### src/rtl/cpu_bus_arbiter.sv
// cpu_bus_arbiter: shares the CPU memory bus between instruction fetch (m0) and load/store (m1).
// Optional macro CPU_ARBITER_ROUND_ROBIN_EN selects round-robin ties; default is fixed priority to m1.
module cpu_bus_arbiter #(
  parameter int AW = 32,
  parameter int DW = 32
) (
  input  logic          i_clock,
  input  logic          i_reset,
  input  logic          i_m0_request,
  input  logic          i_m0_rw,
  input  logic [AW-1:0] i_m0_address,
  input  logic [DW-1:0] i_m0_wdata,
  output logic [DW-1:0] o_m0_rdata,
  output logic          o_m0_ready,
  input  logic          i_m1_request,
  input  logic          i_m1_rw,
  input  logic [AW-1:0] i_m1_address,
  input  logic [DW-1:0] i_m1_wdata,
  output logic [DW-1:0] o_m1_rdata,
  output logic          o_m1_ready,
  output logic          o_bus_request,
  output logic          o_bus_rw,
  output logic [AW-1:0] o_bus_address,
  output logic [DW-1:0] o_bus_wdata,
  input  logic [DW-1:0] i_bus_rdata,
  input  logic          i_bus_ready
);

  typedef enum logic [1:0] {
    ST_IDLE,
    ST_BUSY,
    ST_RELEASE
  } state_t;

  state_t        state_q, state_d;
  logic          grant_q, grant_d;
  logic          win;
  logic          bus_request_q, bus_request_d;
  logic          bus_rw_q, bus_rw_d;
  logic [AW-1:0] bus_address_q, bus_address_d;
  logic [DW-1:0] bus_wdata_q, bus_wdata_d;
  logic [DW-1:0] m0_rdata_q, m0_rdata_d;
  logic [DW-1:0] m1_rdata_q, m1_rdata_d;
  logic          m0_ready_q, m0_ready_d;
  logic          m1_ready_q, m1_ready_d;

`ifdef CPU_ARBITER_ROUND_ROBIN_EN
  logic last_grant_q, last_grant_d;

  // A tie goes to the master that was not served last; reset value 1 lets m0 win first.
  always_comb begin
    win = i_m1_request;
    if (i_m0_request && i_m1_request) win = ~last_grant_q;
  end

  always_comb begin
    last_grant_d = last_grant_q;
    if (state_q == ST_IDLE && (i_m0_request || i_m1_request)) last_grant_d = win;
  end

  always_ff @(posedge i_clock or posedge i_reset) begin
    if (i_reset) last_grant_q <= 1'b1;
    else         last_grant_q <= last_grant_d;
  end
`else
  always_comb begin
    win = i_m1_request;
  end
`endif

  always_comb begin
    state_d       = state_q;
    grant_d       = grant_q;
    bus_request_d = bus_request_q;
    bus_rw_d      = bus_rw_q;
    bus_address_d = bus_address_q;
    bus_wdata_d   = bus_wdata_q;
    m0_rdata_d    = m0_rdata_q;
    m1_rdata_d    = m1_rdata_q;
    m0_ready_d    = 1'b0;
    m1_ready_d    = 1'b0;

    case (state_q)
      ST_IDLE: begin
        if (i_m0_request || i_m1_request) begin
          grant_d       = win;
          bus_request_d = 1'b1;
          bus_rw_d      = win ? i_m1_rw      : i_m0_rw;
          bus_address_d = win ? i_m1_address : i_m0_address;
          bus_wdata_d   = win ? i_m1_wdata   : i_m0_wdata;
          state_d       = ST_BUSY;
        end
      end
      ST_BUSY: begin
        if (i_bus_ready) begin
          if (grant_q) begin
            m1_rdata_d = i_bus_rdata;
            m1_ready_d = 1'b1;
          end else begin
            m0_rdata_d = i_bus_rdata;
            m0_ready_d = 1'b1;
          end
          bus_request_d = 1'b0;
          bus_rw_d      = 1'b0;
          bus_address_d = '0;
          bus_wdata_d   = '0;
          state_d       = ST_RELEASE;
        end
      end
      // Requests are not sampled here, giving the served master a cycle to drop its request.
      ST_RELEASE: state_d = ST_IDLE;
      default:    state_d = ST_IDLE;
    endcase
  end

  always_ff @(posedge i_clock or posedge i_reset) begin
    if (i_reset) begin
      state_q       <= ST_IDLE;
      grant_q       <= 1'b0;
      bus_request_q <= 1'b0;
      bus_rw_q      <= 1'b0;
      bus_address_q <= '0;
      bus_wdata_q   <= '0;
      m0_rdata_q    <= '0;
      m1_rdata_q    <= '0;
      m0_ready_q    <= 1'b0;
      m1_ready_q    <= 1'b0;
    end else begin
      state_q       <= state_d;
      grant_q       <= grant_d;
      bus_request_q <= bus_request_d;
      bus_rw_q      <= bus_rw_d;
      bus_address_q <= bus_address_d;
      bus_wdata_q   <= bus_wdata_d;
      m0_rdata_q    <= m0_rdata_d;
      m1_rdata_q    <= m1_rdata_d;
      m0_ready_q    <= m0_ready_d;
      m1_ready_q    <= m1_ready_d;
    end
  end

  assign o_bus_request = bus_request_q;
  assign o_bus_rw      = bus_rw_q;
  assign o_bus_address = bus_address_q;
  assign o_bus_wdata   = bus_wdata_q;
  assign o_m0_rdata    = m0_rdata_q;
  assign o_m0_ready    = m0_ready_q;
  assign o_m1_rdata    = m1_rdata_q;
  assign o_m1_ready    = m1_ready_q;

endmodule

### config.mk
export PLATFORM = sky130hd
export DESIGN_NAME = cpu_bus_arbiter
export DESIGN_NICKNAME = d
export VERILOG_FILES = /design/src/rtl/cpu_bus_arbiter.sv
export SDC_FILE = /design/constraint.sdc
export NUM_CORES = 1
export LEC_CHECK = 0
export CAP_MARGIN = 25
export CORE_MARGIN = 3
export CORE_UTILIZATION = 36
export CTS_BUF_LIST = sky130_fd_sc_hd__clkbuf_8 sky130_fd_sc_hd__clkbuf_16
export CTS_CLUSTER_DIAMETER = 150
export DETAILED_ROUTE_END_ITERATION = 8
export MAX_ROUTING_LAYER = met4
export PLACE_DENSITY = 0.81
export SYNTH_ARGS = -nofsm -noshare
export SYNTH_HDL_FRONTEND = slang
export SYNTH_SLANG_ARGS = --single-unit
### constraint.sdc
create_clock -name i_clock -period 4.45 [get_ports i_clock]
set_input_delay 0.6675 -clock i_clock [delete_from_list [all_inputs] [get_ports i_clock]]
set_output_delay 0.6675 -clock i_clock [all_outputs]
set_load 0.02 [all_outputs]
# Yosys cells after proc, flatten, opt, wreduce, memory -nomap -nowiden
# Index checks and enable logic that the tools add are counted.
[totals]
register_bits = 135
in_bits = 167
output_inout_bits = 132
wordCells = 44
[op_classes]
eq_ne = 3
mux = 22
bitwise = 1
reduce_logical = 8
[ops]
columns = ["op", "count"]
rows = [
  ["32-bit 2-to-1 mux", 5],
  ["32-bit case mux with 2 select lines", 2],
  ["1-bit 2-to-1 mux", 10],
  ["3-bit AND reduction", 3],
  ["2-bit 2-to-1 mux", 2],
  ["2-bit != test, second input constant", 2],
  ["1-bit case mux with 2 select lines", 2],
  ["2-bit case mux with 2 select lines", 1],
  ["2-bit AND reduction", 2],
  ["2-bit by 1-bit equality test with 1-bit output, second input constant", 1],
  ["2-bit logical NOT", 1],
  ["2-bit nonzero test", 1],
  ["1-bit logical OR", 1],
  ["1-bit NOT", 1],
]

# Longest topological paths before layout
[depth]
depth_word = 3
ltp_mapped = 6
mapped_depth_nobuf = 3

# Least setup slack after synthesis
# OpenSTA, ideal clock, no wires.
[synth_path]
kind = "input port to flip-flop"
start = "input port i_m1_request"
end = "register bus_address_q[0], in the netlist o_bus_address[0]"
setup_ns = 0.132
arrival_ns = 1.507
required_ns = 4.318
slack_ns = 2.811
cell_stages = 6
path_buffers = 3
path_cell_list = "buf_2 nor3_1 a211o_1 buf_4 buf_6 o2bb2ai_1"
[synth_via]
elab_chain_cells = 3
[synth_rtl]
columns = ["item", "line_no", "rtl"]
rows = [
  ["from (decl)", "15", "input logic i_m1_request,"],
  ["32-bit 2-to-1 mux / 1-bit logical OR (equally long branches)", "89, 85", ""],
  ["32-bit 2-to-1 mux / 2-bit != test (equally long branches)", "n/a", ""],
  ["32-bit case mux with 2 select lines / 3-bit AND reduction (equally long branches)", "n/a", ""],
  ["to (signal assigned)", "133", "bus_address_q <= bus_address_d;"],
  ["to (decl)", "40", "logic [AW-1:0] bus_address_q, bus_address_d;"],
]
# Parallel ways exist; a longest one is shown, timed or not. The select of a mux whose other input is x is not followed.
# A chain may end at the register's enable or synchronous reset.

# Final worst setup path
[layout_path]
start = "input port i_bus_ready"
end = "register m0_rdata_q[21], in the netlist o_m0_rdata[21]"
[layout_via]
elab_chain_cells = 1
[layout_rtl]
columns = ["item", "line_no", "rtl"]
rows = [
  ["from (decl)", "26", "input logic i_bus_ready"],
  ["3-bit AND reduction (no line)", "n/a", ""],
  ["to (signal assigned)", "135", "m0_rdata_q <= m0_rdata_d;"],
  ["to (decl)", "42", "logic [DW-1:0] m0_rdata_q, m0_rdata_d;"],
]
# No other way between the ends.

==> qor.csv <==
stage;metric;value;unit
timing;max-slew-margin-rel;34.3;%
setup_path;crit_family;simple AND/OR/NAND/NOR gates;
cts;ctsHtreeMaxLevel;4;
cts;cts.sinks;135;
setup_path;critPathKind;primary input to flip-flop;
setup_path;arrival;2.62;ns
routing;first_pass_iters;4;
cells_and_area;layout.cells.non_filler;900;
setup_path;crit_path_top_delay_cell;nor2_4;
setup_path;cp_max_fo;33;
place;numPortBuffers;298;
setup_path;path_buf_inv;1;
grt;grt_pass1_vias;4968;
setup_path;reg2reg_depth;3;
cts;post_cts_buffers;0;
grt;grt_overflow_total;0;
outcome;status;complete, no violations;
timing;setup_viol;0;
timing;final.period_utilization;52.4;%
cts;clk_pin_slew;0.06;ns
floorplanning;die_h;133;microns
min_path;hold_class;flip-flop to flip-flop;
timing;layout_min_cycle_time;2.33;ns
floorplanning;start_util;37.4;%
setup_path;critPathRequiredTime;4.74;ns
yosys;synth.distinct_cells;25;
power;power.density;704;nW/um^2
place;dpl.cell_count;868;
yosys;synth_nets;550;
floorplanning;num_io_pins;299;
setup_path;crit_path_max_incr_delay;0.76;ns
cts;cts_buffers;17;
timing;slew_violations;0;
routing;drtAntennaViolNets;0;
cells_and_area;area_delta_synth_final;64.6;%
timing;skew;0.00605;ns
min_path;holdPathStages;2;
yosys;yosys_register_bits;135;
power;vdd_ir_drop_max;0.447;mV
place;dp_hpwl;12.3;mm
floorplanning;fp.dieArea;17700;sq um
cts;clkLatencyLatePin;0.40;ns
cts;cts_resized;0;
routing;drc;0;
routing;wl_per_cell;18.5;microns
cells_and_area;layout_common_cells;clkdlybuf4s50_1 (297), dfrtp_1 (135), mux2i_1 (65);
yosys;syn_avg_cell_area;15.1;sq um
timing;rsz0062_at_grt;false;
grt;antenna_found_initial;0;
setup_path;r2r-end;o_m0_rdata[21];
yosys;synth-seq-area-share;58.3;%
min_path;hold_path_startpoint;o_bus_request;
timing;hold_violations;0;
floorplanning;die_w;133;microns
timing;worstMarginPinSlew;0.984;ns
cells_and_area;layout.nets;844;
routing;wl;16.6;mm
cells_and_area;drive_above_1_share;15.4;%
setup_path;reg2reg_setup_slack;2.35;ns
setup_path;cp_cell_sequence;clkdlybuf4s50_1, nand3b_4, nor2_4, mux2_2;
routing;drt_iter0_markers;120;
min_path;hold_path_end;o_bus_request;
setup_path;critPathLaunchType;primary input;
grt;grt_max_degree;113;
place;place_congestion;0.777;
setup_path;reg2reg_from;state_q[1];
flow_run;maxCapViolCount;0;
yosys;syn_inst;383;
cts;cts_tree;yes;
floorplanning;floorplan.rows;45;
timing;fmax;429;MHz
timing;whs;0.482;ns
floorplanning;core;15500;sq um
routing;via_per_inst;4.80;
power;leakage;4.20;nW
yosys;ys_warn_count;0;
yosys;syn_area;5800;sq um
cts;cts_hold_buf;0;
setup_path;crit_path_end_kind;flip-flop;
yosys;ys_top_cells_by_area;dfrtp_1 (58%), mux2i_1 (11%), o2bb2ai_1 (8.9%);
timing;tns;0;ns
grt;grt_pass1_wl;26.5;mm
yosys;yosysTopAreaCell;dfrtp_1;
cells_and_area;final_common_cell;clkdlybuf4s50_1;
cts;cts_root_buffer;clkbuf_16;
power;power;6.72;mW
yosys;synth_top_area_share;58.3;%
cells_and_area;num_antenna_cells;0;
grt;gr-usage-all-layers;19.5;%
cts;cts.path.max_buffers;2;
routing;num_vias;4324;
-- kinds of logic after synthesis --
kind of cell    after synthesis  share of synthesized area (%)
compound gates               69                           10.2
buf+inv                      34                           3.86
flops                       135                           58.3
mux                         129                           25.5
simple gates                 16                           2.14
-- cell usage after synthesis (all sizes together) --
library cell / instances
buf: 25
nor2: 3
o2bb2ai: 59
mux2: 64
clkbuf: 4
a22o: 1
nor4: 6
nor2b: 1
o21ai: 2
a21o: 6
mux2i: 65
nand3b: 1
inv: 5
nor3: 1
nand2: 3
a211o: 1
dfrtp: 135
nand3: 1
-- where the power goes --
part	switching, mW	internal [mW]	leakage, nW
registers	0.355	1.80	1.67
logic	1.50	1.66	2.23
clock network	0.494	0.914	0.305
total	2.35	4.37	4.20
-- worst max path at each step --
stage          slack, ns        endpoint  cells past startpoint         from
6_report            2.12  o_m0_rdata[21]                      4  i_bus_ready
5_1_grt             2.04  o_m0_rdata[19]                      4  i_bus_ready
4_1_cts             2.14  o_m0_rdata[21]                      4  i_bus_ready
3_5_place_dp        1.71  o_m0_rdata[21]                      4  i_bus_ready
3_3_place_gp        1.74  o_m0_rdata[10]                      4  i_bus_ready
2_1_floorplan       0.17         grant_q                      1      i_reset
-- state kept, by name, summed over array words and instances (netlist names) --
name           flops
grant_q            1
o_m0_ready         1
o_bus_wdata       32
o_m1_rdata        32
state_q            2
o_bus_address     32
o_m0_rdata        32
o_m1_ready         1
o_bus_request      1
o_bus_rw           1
-- per-layer routing --
metal / vias up / routed length [microns] / GRT usage (%)
met2: 203 / 8250 / 32.2
met5: - / 0 / -
met1: 2105 / 6510 / 21.6
li1: 2005 / - / -
met3: 11 / 1720 / 9.05
met4: 0 / 167 / 4.50
-- tightest hold or removal path, cell delays in order, from the launching register on --
cell	delay, ns
dfrtp_1	0.34
nand2_1	0.05
nand2_1	0.05
-- layout make-up --
type	instances	area [sq um]
clock buffer	20	467
clock inverter	11	133
fill	1166	5940
inverter	5	23.8
multi-input combinational	214	2210
sequential	135	3380
tap	211	264
timing repair buffer	304	3070
-- through the flow --
step                setup WS, ns  utilization [%]  cell area, sq um
floorplan                  0.171                -              5800
global placement            1.74             57.3              8870
detailed placement          1.71             57.6              8910
CTS                         2.14             61.4              9510
global route                2.04             61.6              9540
finish                      2.12             61.6              9540
Power figures use the tool's default switching activity.
